--- config.mk ---
export PLATFORM = sky130hd
export DESIGN_NAME = mac_pe_vec
export DESIGN_NICKNAME = d
export VERILOG_FILES = /design/src/rtl/mac_pe_vec.sv
export SDC_FILE = /design/constraint.sdc
export NUM_CORES = 1
export LEC_CHECK = 0
export CAP_MARGIN = 20
export CORE_MARGIN = 10
export CORE_UTILIZATION = 40
export DETAILED_ROUTE_END_ITERATION = 8
export SYNTH_ARGS = -nofsm -noshare
export SYNTH_HDL_FRONTEND = slang
export SYNTH_SLANG_ARGS = --single-unit
--- constraint.sdc ---
create_clock -name clk -period 6.3 [get_ports clk]
set_clock_uncertainty 0.05 [all_clocks]
set_input_delay 1.575 -clock clk [delete_from_list [all_inputs] [get_ports clk]]
set_output_delay 1.575 -clock clk [all_outputs]
set_load 0.02 [all_outputs]
--- src/rtl/mac_pe_vec.sv ---
// Vectorised two-stage signed MAC processing element with double-buffered weights.
// Define MAC_SAT_EN to saturate the stage-2 add; otherwise it wraps at ACC_WIDTH_NEXT.
module mac_pe_vec #(
    parameter int unsigned LANES          = 4,
    parameter int unsigned BIT_WIDTH      = 8,
    parameter int unsigned ACC_WIDTH_CURR = 32,
    parameter int unsigned ACC_WIDTH_NEXT = 32
) (
    input  logic                         clk,
    input  logic                         rst_n,
    input  logic                         wt_load,
    input  logic [LANES*BIT_WIDTH-1:0]   wt_path_in,
    output logic [LANES*BIT_WIDTH-1:0]   wt_path_out,
    input  logic                         wt_swap,
    input  logic                         in_valid,
    input  logic [LANES*BIT_WIDTH-1:0]   data_in,
    input  logic [ACC_WIDTH_CURR-1:0]    acc_in,
    input  logic                         acc_mode,
    input  logic                         acc_clear,
    output logic [LANES*BIT_WIDTH-1:0]   data_out,
    output logic                         data_valid_out,
    output logic [ACC_WIDTH_NEXT-1:0]    acc_out,
    output logic                         out_valid
);

    localparam int unsigned BW = BIT_WIDTH;
    localparam int unsigned VW = LANES * BIT_WIDTH;
    localparam int unsigned PW = 2 * BIT_WIDTH;
    localparam int unsigned DW = PW + $clog2(LANES) + 1;
    localparam int unsigned AC = ACC_WIDTH_CURR;
    localparam int unsigned AN = ACC_WIDTH_NEXT;
`ifdef MAC_SAT_EN
    localparam int unsigned SW = ((AN > DW) ? AN : DW) + 1;
`endif

    logic [VW-1:0]        wt_active;
    logic signed [PW-1:0] prod_c [LANES];
    logic signed [PW-1:0] prod_q [LANES];
    logic                 v1_q;
    logic signed [AC-1:0] acc_in_q;
    logic                 mode_q;
    logic                 clear_q;
    logic signed [DW-1:0] dot_c;
    logic signed [AN-1:0] base_c;
    logic signed [AN-1:0] res_c;
    logic signed [AN-1:0] acc_reg;
`ifdef MAC_SAT_EN
    logic signed [SW-1:0] sum_c;
`endif

    // Per-lane signed products against the active weights
    always_comb begin
        for (int i = 0; i < int'(LANES); i++) begin
            prod_c[i] = PW'($signed(data_in[i*BW +: BW])) * PW'($signed(wt_active[i*BW +: BW]));
        end
    end

    // Stage-2 dot product and accumulate
    always_comb begin
        dot_c = '0;
        for (int i = 0; i < int'(LANES); i++) begin
            dot_c = dot_c + DW'(prod_q[i]);
        end
        base_c = mode_q ? (clear_q ? '0 : acc_reg) : AN'(acc_in_q);
`ifdef MAC_SAT_EN
        sum_c = SW'(base_c) + SW'(dot_c);
        res_c = sum_c[AN-1:0];
        // Any disagreement among the bits above the result sign means overflow
        if (sum_c[SW-1:AN-1] != {(SW-AN+1){sum_c[SW-1]}}) begin
            res_c = sum_c[SW-1] ? {1'b1, {(AN-1){1'b0}}} : {1'b0, {(AN-1){1'b1}}};
        end
`else
        res_c = base_c + AN'(dot_c);
`endif
    end

    always_ff @(posedge clk) begin
        if (!rst_n) begin
            wt_path_out    <= '0;
            wt_active      <= '0;
            prod_q         <= '{default: '0};
            v1_q           <= 1'b0;
            acc_in_q       <= '0;
            mode_q         <= 1'b0;
            clear_q        <= 1'b0;
            data_out       <= '0;
            data_valid_out <= 1'b0;
            acc_out        <= '0;
            out_valid      <= 1'b0;
            acc_reg        <= '0;
        end else begin
            // Swap reads the pre-load shadow, so load+swap together keeps the old tile
            if (wt_load) wt_path_out <= wt_path_in;
            if (wt_swap) wt_active   <= wt_path_out;
            v1_q           <= in_valid;
            data_valid_out <= in_valid;
            if (in_valid) begin
                prod_q   <= prod_c;
                acc_in_q <= acc_in;
                mode_q   <= acc_mode;
                clear_q  <= acc_clear;
                data_out <= data_in;
            end
            out_valid <= v1_q;
            if (v1_q) begin
                acc_out <= res_c;
                if (mode_q) acc_reg <= res_c;
            end
        end
    end

endmodule

### Word-level counts from Yosys, hierarchy flattened

Index checks and enable logic that the tools add are counted.

* mux-type cells: 2
* reduce and logical (&&, ||, !) cells: 1
* multipliers: 4
* add/subtract/negate cells: 4

Operators by type and width (count)
* multiplier 8 x 8 -> 16 bit: 4
* two-way mux 32 bit: 2
* adder 32 x 19 -> 32 bit: 1
* adder 18 x 16 -> 19 bit: 1
* adder 17 x 16 -> 18 bit: 1
* adder 16 x 16 -> 17 bit: 1
* AND reduction 2 bit: 1

* logic and storage cells: 25
* register bits: 260

### Longest topological paths before layout

* depth after elaboration: 4
* gate-level depth with buffers: 18
* gate-level depth less buffers: 17

### Worst setup path after synthesis

OpenSTA, ideal clock, no wires.

* path kind: input-to-reg
* start: input data_in[7]
* end: register prod_q[63] in the netlist's numbering
* path buffers: 1
* path slack: 0.460 ns
* stages on the path: 17
* setup time: 0.132 ns
* arrival: 5.657 ns
* cells stage by stage: clkbuf_1 > nand2_1 > fa_1 > inv_1 > fa_1 > fa_1 > inv_1 > fa_1 > inv_1 > ha_1 > or2_2 > o31ai_1 > a21oi_1 > a2111oi_0 > a21oi_1 > xnor2_1 > a21oi_1

* longest elaborated chain between the ends: 1

RTL lines
* from (decl): line 16 `input logic [LANES*BIT_WIDTH-1:0] data_in,`
* multiplier 8 x 8 -> 16 bit: line 54 `prod_c[i] = PW'($signed(data_in[i*BW +: BW])) * PW'($signed(wt_active[i*BW +: BW]));`
* to (signal assigned): line 98 `prod_q <= prod_c;`
* to (decl): line 38 `logic signed [PW-1:0] prod_q [LANES];`

No other way between the ends.
A chain may end at the register's enable or synchronous reset.

### Worst setup path after layout

* start: input data_in[6]
* end: register prod_q[63] in the netlist's numbering

The elaborated chain is that of the path after synthesis.

==> impl_metrics.yaml <==
drt:
  vias_per_cell: 4.87
  drcViolationCount: 0
  antenna_left: 0
  wl_per_cell_um: 16.6
  vias: 17200
  wirelength_mm: 58.7
  drtIter0Drc: 737
  drtPass1Iterations: 5
setup_path:
  r2r_slack_ns: 1.43
  slowest_delay_ns: 0.56
  crit_top_cell: "fa_1"
  r2r_start: "prod_q[15]"
  crit_type: "in -> reg"
  endpoint_kind: "register"
  rr_worst_depth: 13
  cp-start-kind: "input port"
  cp.required_ns: 6.65
  r2r-end: "acc_out[27]"
  path_cells: "clkdlybuf4s50_1, nand2_1, fa_1, fa_1, inv_1, fa_1, inv_1, fa_1, inv_1, ha_1, or2_2, o31ai_1, a21oi_1, a2111oi_0, buf_4, a21oi_1, xnor2_1, a21oi_1"
  crit_fanout: 5
  critPathArrivalTime_ns: 6.11
  cp_slowest_cell: "clkdlybuf4s50_1"
pwr:
  p_leak_nw: 13.0
  ir_drop_v: 0.000222
  p_clk_share_pct: 34.1
  combPwrFrac_pct: 34.2
  switching_share_pct: 34.8
  intPower_mw: 3.80
  power_frac_seq_pct: 31.8
  total_power_mw: 5.83
  p_sw_mw: 2.03
  p_per_area_nw_per_um2: 211
synth:
  synth_ff_type: "dfxtp_1"
  yosys.area.top_type_share_pct: 24.1
  synth_compound_area_share_pct: 9.07
  synthCells: 2555
  synth_cell_types: 61
  synth.largest_area_cell: "fa_1"
  synth_xor_area_share_pct: 2.72
  ys_async_sr_fraction_pct: 0
  synthesis.area_sq_um: 23500
  yosys.area_share.simple_pct: 17.3
  synth_top_family_by_area: "adder cells"
  avgSynthCellArea_sq_um: 9.20
  ys.warnings.count: 0
  synth.most_common_cell: "inv_1"
  synthesis.nets: 3090
  synthTopCellsByCount: "inv_1 (483), fa_1 (283), dfxtp_1 (260)"
  synth_edf_count: 0
  synth_area_leaders: "fa_1 (24%), dfxtp_1 (22%), ha_1 (7.9%)"
  yosysSeqAreaShare_pct: 22.1
  synth-seq-cells: 260
  synthMuxAreaShare_pct: 7.61
  synth-adder-area-share_pct: 32.0
run_status:
  status: "finished clean"
placement:
  numPortBuffers: 200
  placed_area_sq_um: 26500
  dp_hpwl_mm: 46.9
  routabilityCongestion: 0.894
  placed_cells: 3474
  dpl_worst_slack_ns: 0.00281
clock_tree:
  clk_pin_slew_worst_paths_ns: 0.06
  cts_tree: "done"
  h-tree-depth: 2
  post_cts_buffers: 0
  cts_buffers: 34
  cts-root-buf: "clkbuf_16"
  clk_latency_ns: 0.55
  cts.sinks: 260
  cts_buffer_depth: 3
  cts_resized: 0
  holdBufCountCts: 0
finish:
  regMostFlops: "prod_q"
  drive_gt1_share_pct: 4.55
  nFillCells: 5598
  stdcell_area_sq_um: 27600
  final_cell_count_no_fill: 3533
  synthToLayoutAreaGrowth_pct: 17.5
  final_core_util_pct: 47.7
  largest_reg_flops: 64
  register_area_sq_um: 5210
  multi_input_area_sq_um: 16200
  nets: 3281
  antenna_cells: 0
min_path:
  hold_depth: 2
  min_from: "acc_reg[21]"
  hold_end: "acc_reg[21]"
  hold_class: "reg -> reg"
global_route:
  grt_pass1_vias: 18300
  antenna_found_initial: 0
  grt_pass1_wl_mm: 98.2
  gr-usage-all-layers_pct: 17.2
  overflow: 0
  grt_max_degree: 111
timing:
  maxSlewHeadroom_pct: 30.5
  timing.fmax_ghz: 0.174
  setup_tns_ns: 0
  post-route-min-period_ns: 5.76
  finalCritPeriodShare_pct: 91.4
  finalSetupViolCount: 0
  rsz0062_at_grt: "false"
  hold_viol_final: 0
  worst_slew_pin_slew_ns: 1.04
  slew_viol_final: 0
  worst_hold_slack_ns: 0.403
  layout_setup_ws_ns: 0.540
floorplan:
  core_sq_um: 57900
  die-height_um: 262
  dieArea_sq_um: 68900
  num_io_pins: 201
  die_w_um: 262
  start_util_pct: 40.6
  num_rows: 88
flow_run:
  maxCapViolCount: 0
worst max path at each step:
stage / start / endpoint / slack (ns)
finish: data_in[6] / prod_q[63] / 0.54
global route: data_in[6] / prod_q[63] / 0.25
CTS: data_in[6] / prod_q[63] / 0.57
detailed placement: data_in[6] / prod_q[63] / 0.003
global placement: data_in[6] / prod_q[63] / 0.05
floorplan: data_in[7] / prod_q[63] / 0.46
placed cells by master (no fill, tap or decap), types with 55 or more instances in the layout:
cell type        Yosys  routed
a21oi_1             86      86
xnor2_1             58      58
ha_1               149     149
dfxtp_1            260     259
nor2b_1            240     239
fa_1               283     283
inv_1              483     483
o21ai_0             55      55
mux2i_1            171     171
and2_1             179     179
clkdlybuf4s50_1      0     196
nand2_1            148     148
routing by layer:
layer  vias to the layer above  share of wire [%]  GRT usage (%)
met5                         -                  0              0
met4                         0                1.8           4.00
met3                        60                4.1           2.55
met2                       279                 49           29.7
met1                      8400                 45           22.1
li1                       8473                  -              -
power by group through the flow:
stage | Combinational [mW] | Clock, mW | Sequential (mW)
after detailed placement | 1.99 | 0 | 1.89
after global routing | 2.24 | 2.10 | 1.87
after CTS | 2.00 | 2.05 | 1.85
after floorplan | 1.31 | 0 | 1.92
after global placement | 1.96 | 0 | 1.88
final | 1.99 | 1.99 | 1.85
cell type report:
cell class	count	area share (%)
Sequential cell	260	18.8
Multi-Input combinational cell	1721	58.5
Timing Repair Buffer	245	8.51
Inverter	484	6.58
Clock buffer	50	3.75
Tap cell	765	3.46
Clock inverter	8	0.358
critical path: cells and delay by family:
family / cells / cell delay, ns
buffers and inverters: 5 / 0.91
adder cells (fa/ha/maj): 5 / 2.33
AND/OR/NAND/NOR: 2 / 0.43
AO/OA/AOI/OAI: 5 / 0.71
XOR/XNOR: 1 / 0.16
cells by family (layout without fill, tap and decap cells):
logic type                 Yosys count  after routing
buffers and inverters              574            787
muxes                              178            178
DFF                                260            260
AOI/OAI and AO/OA                  313            313
and+or+nand+nor                    725            725
adders and majority gates          432            432
xor gates and xnor gates            73             73
No activity file was read; power rests on OpenSTA's default activity.
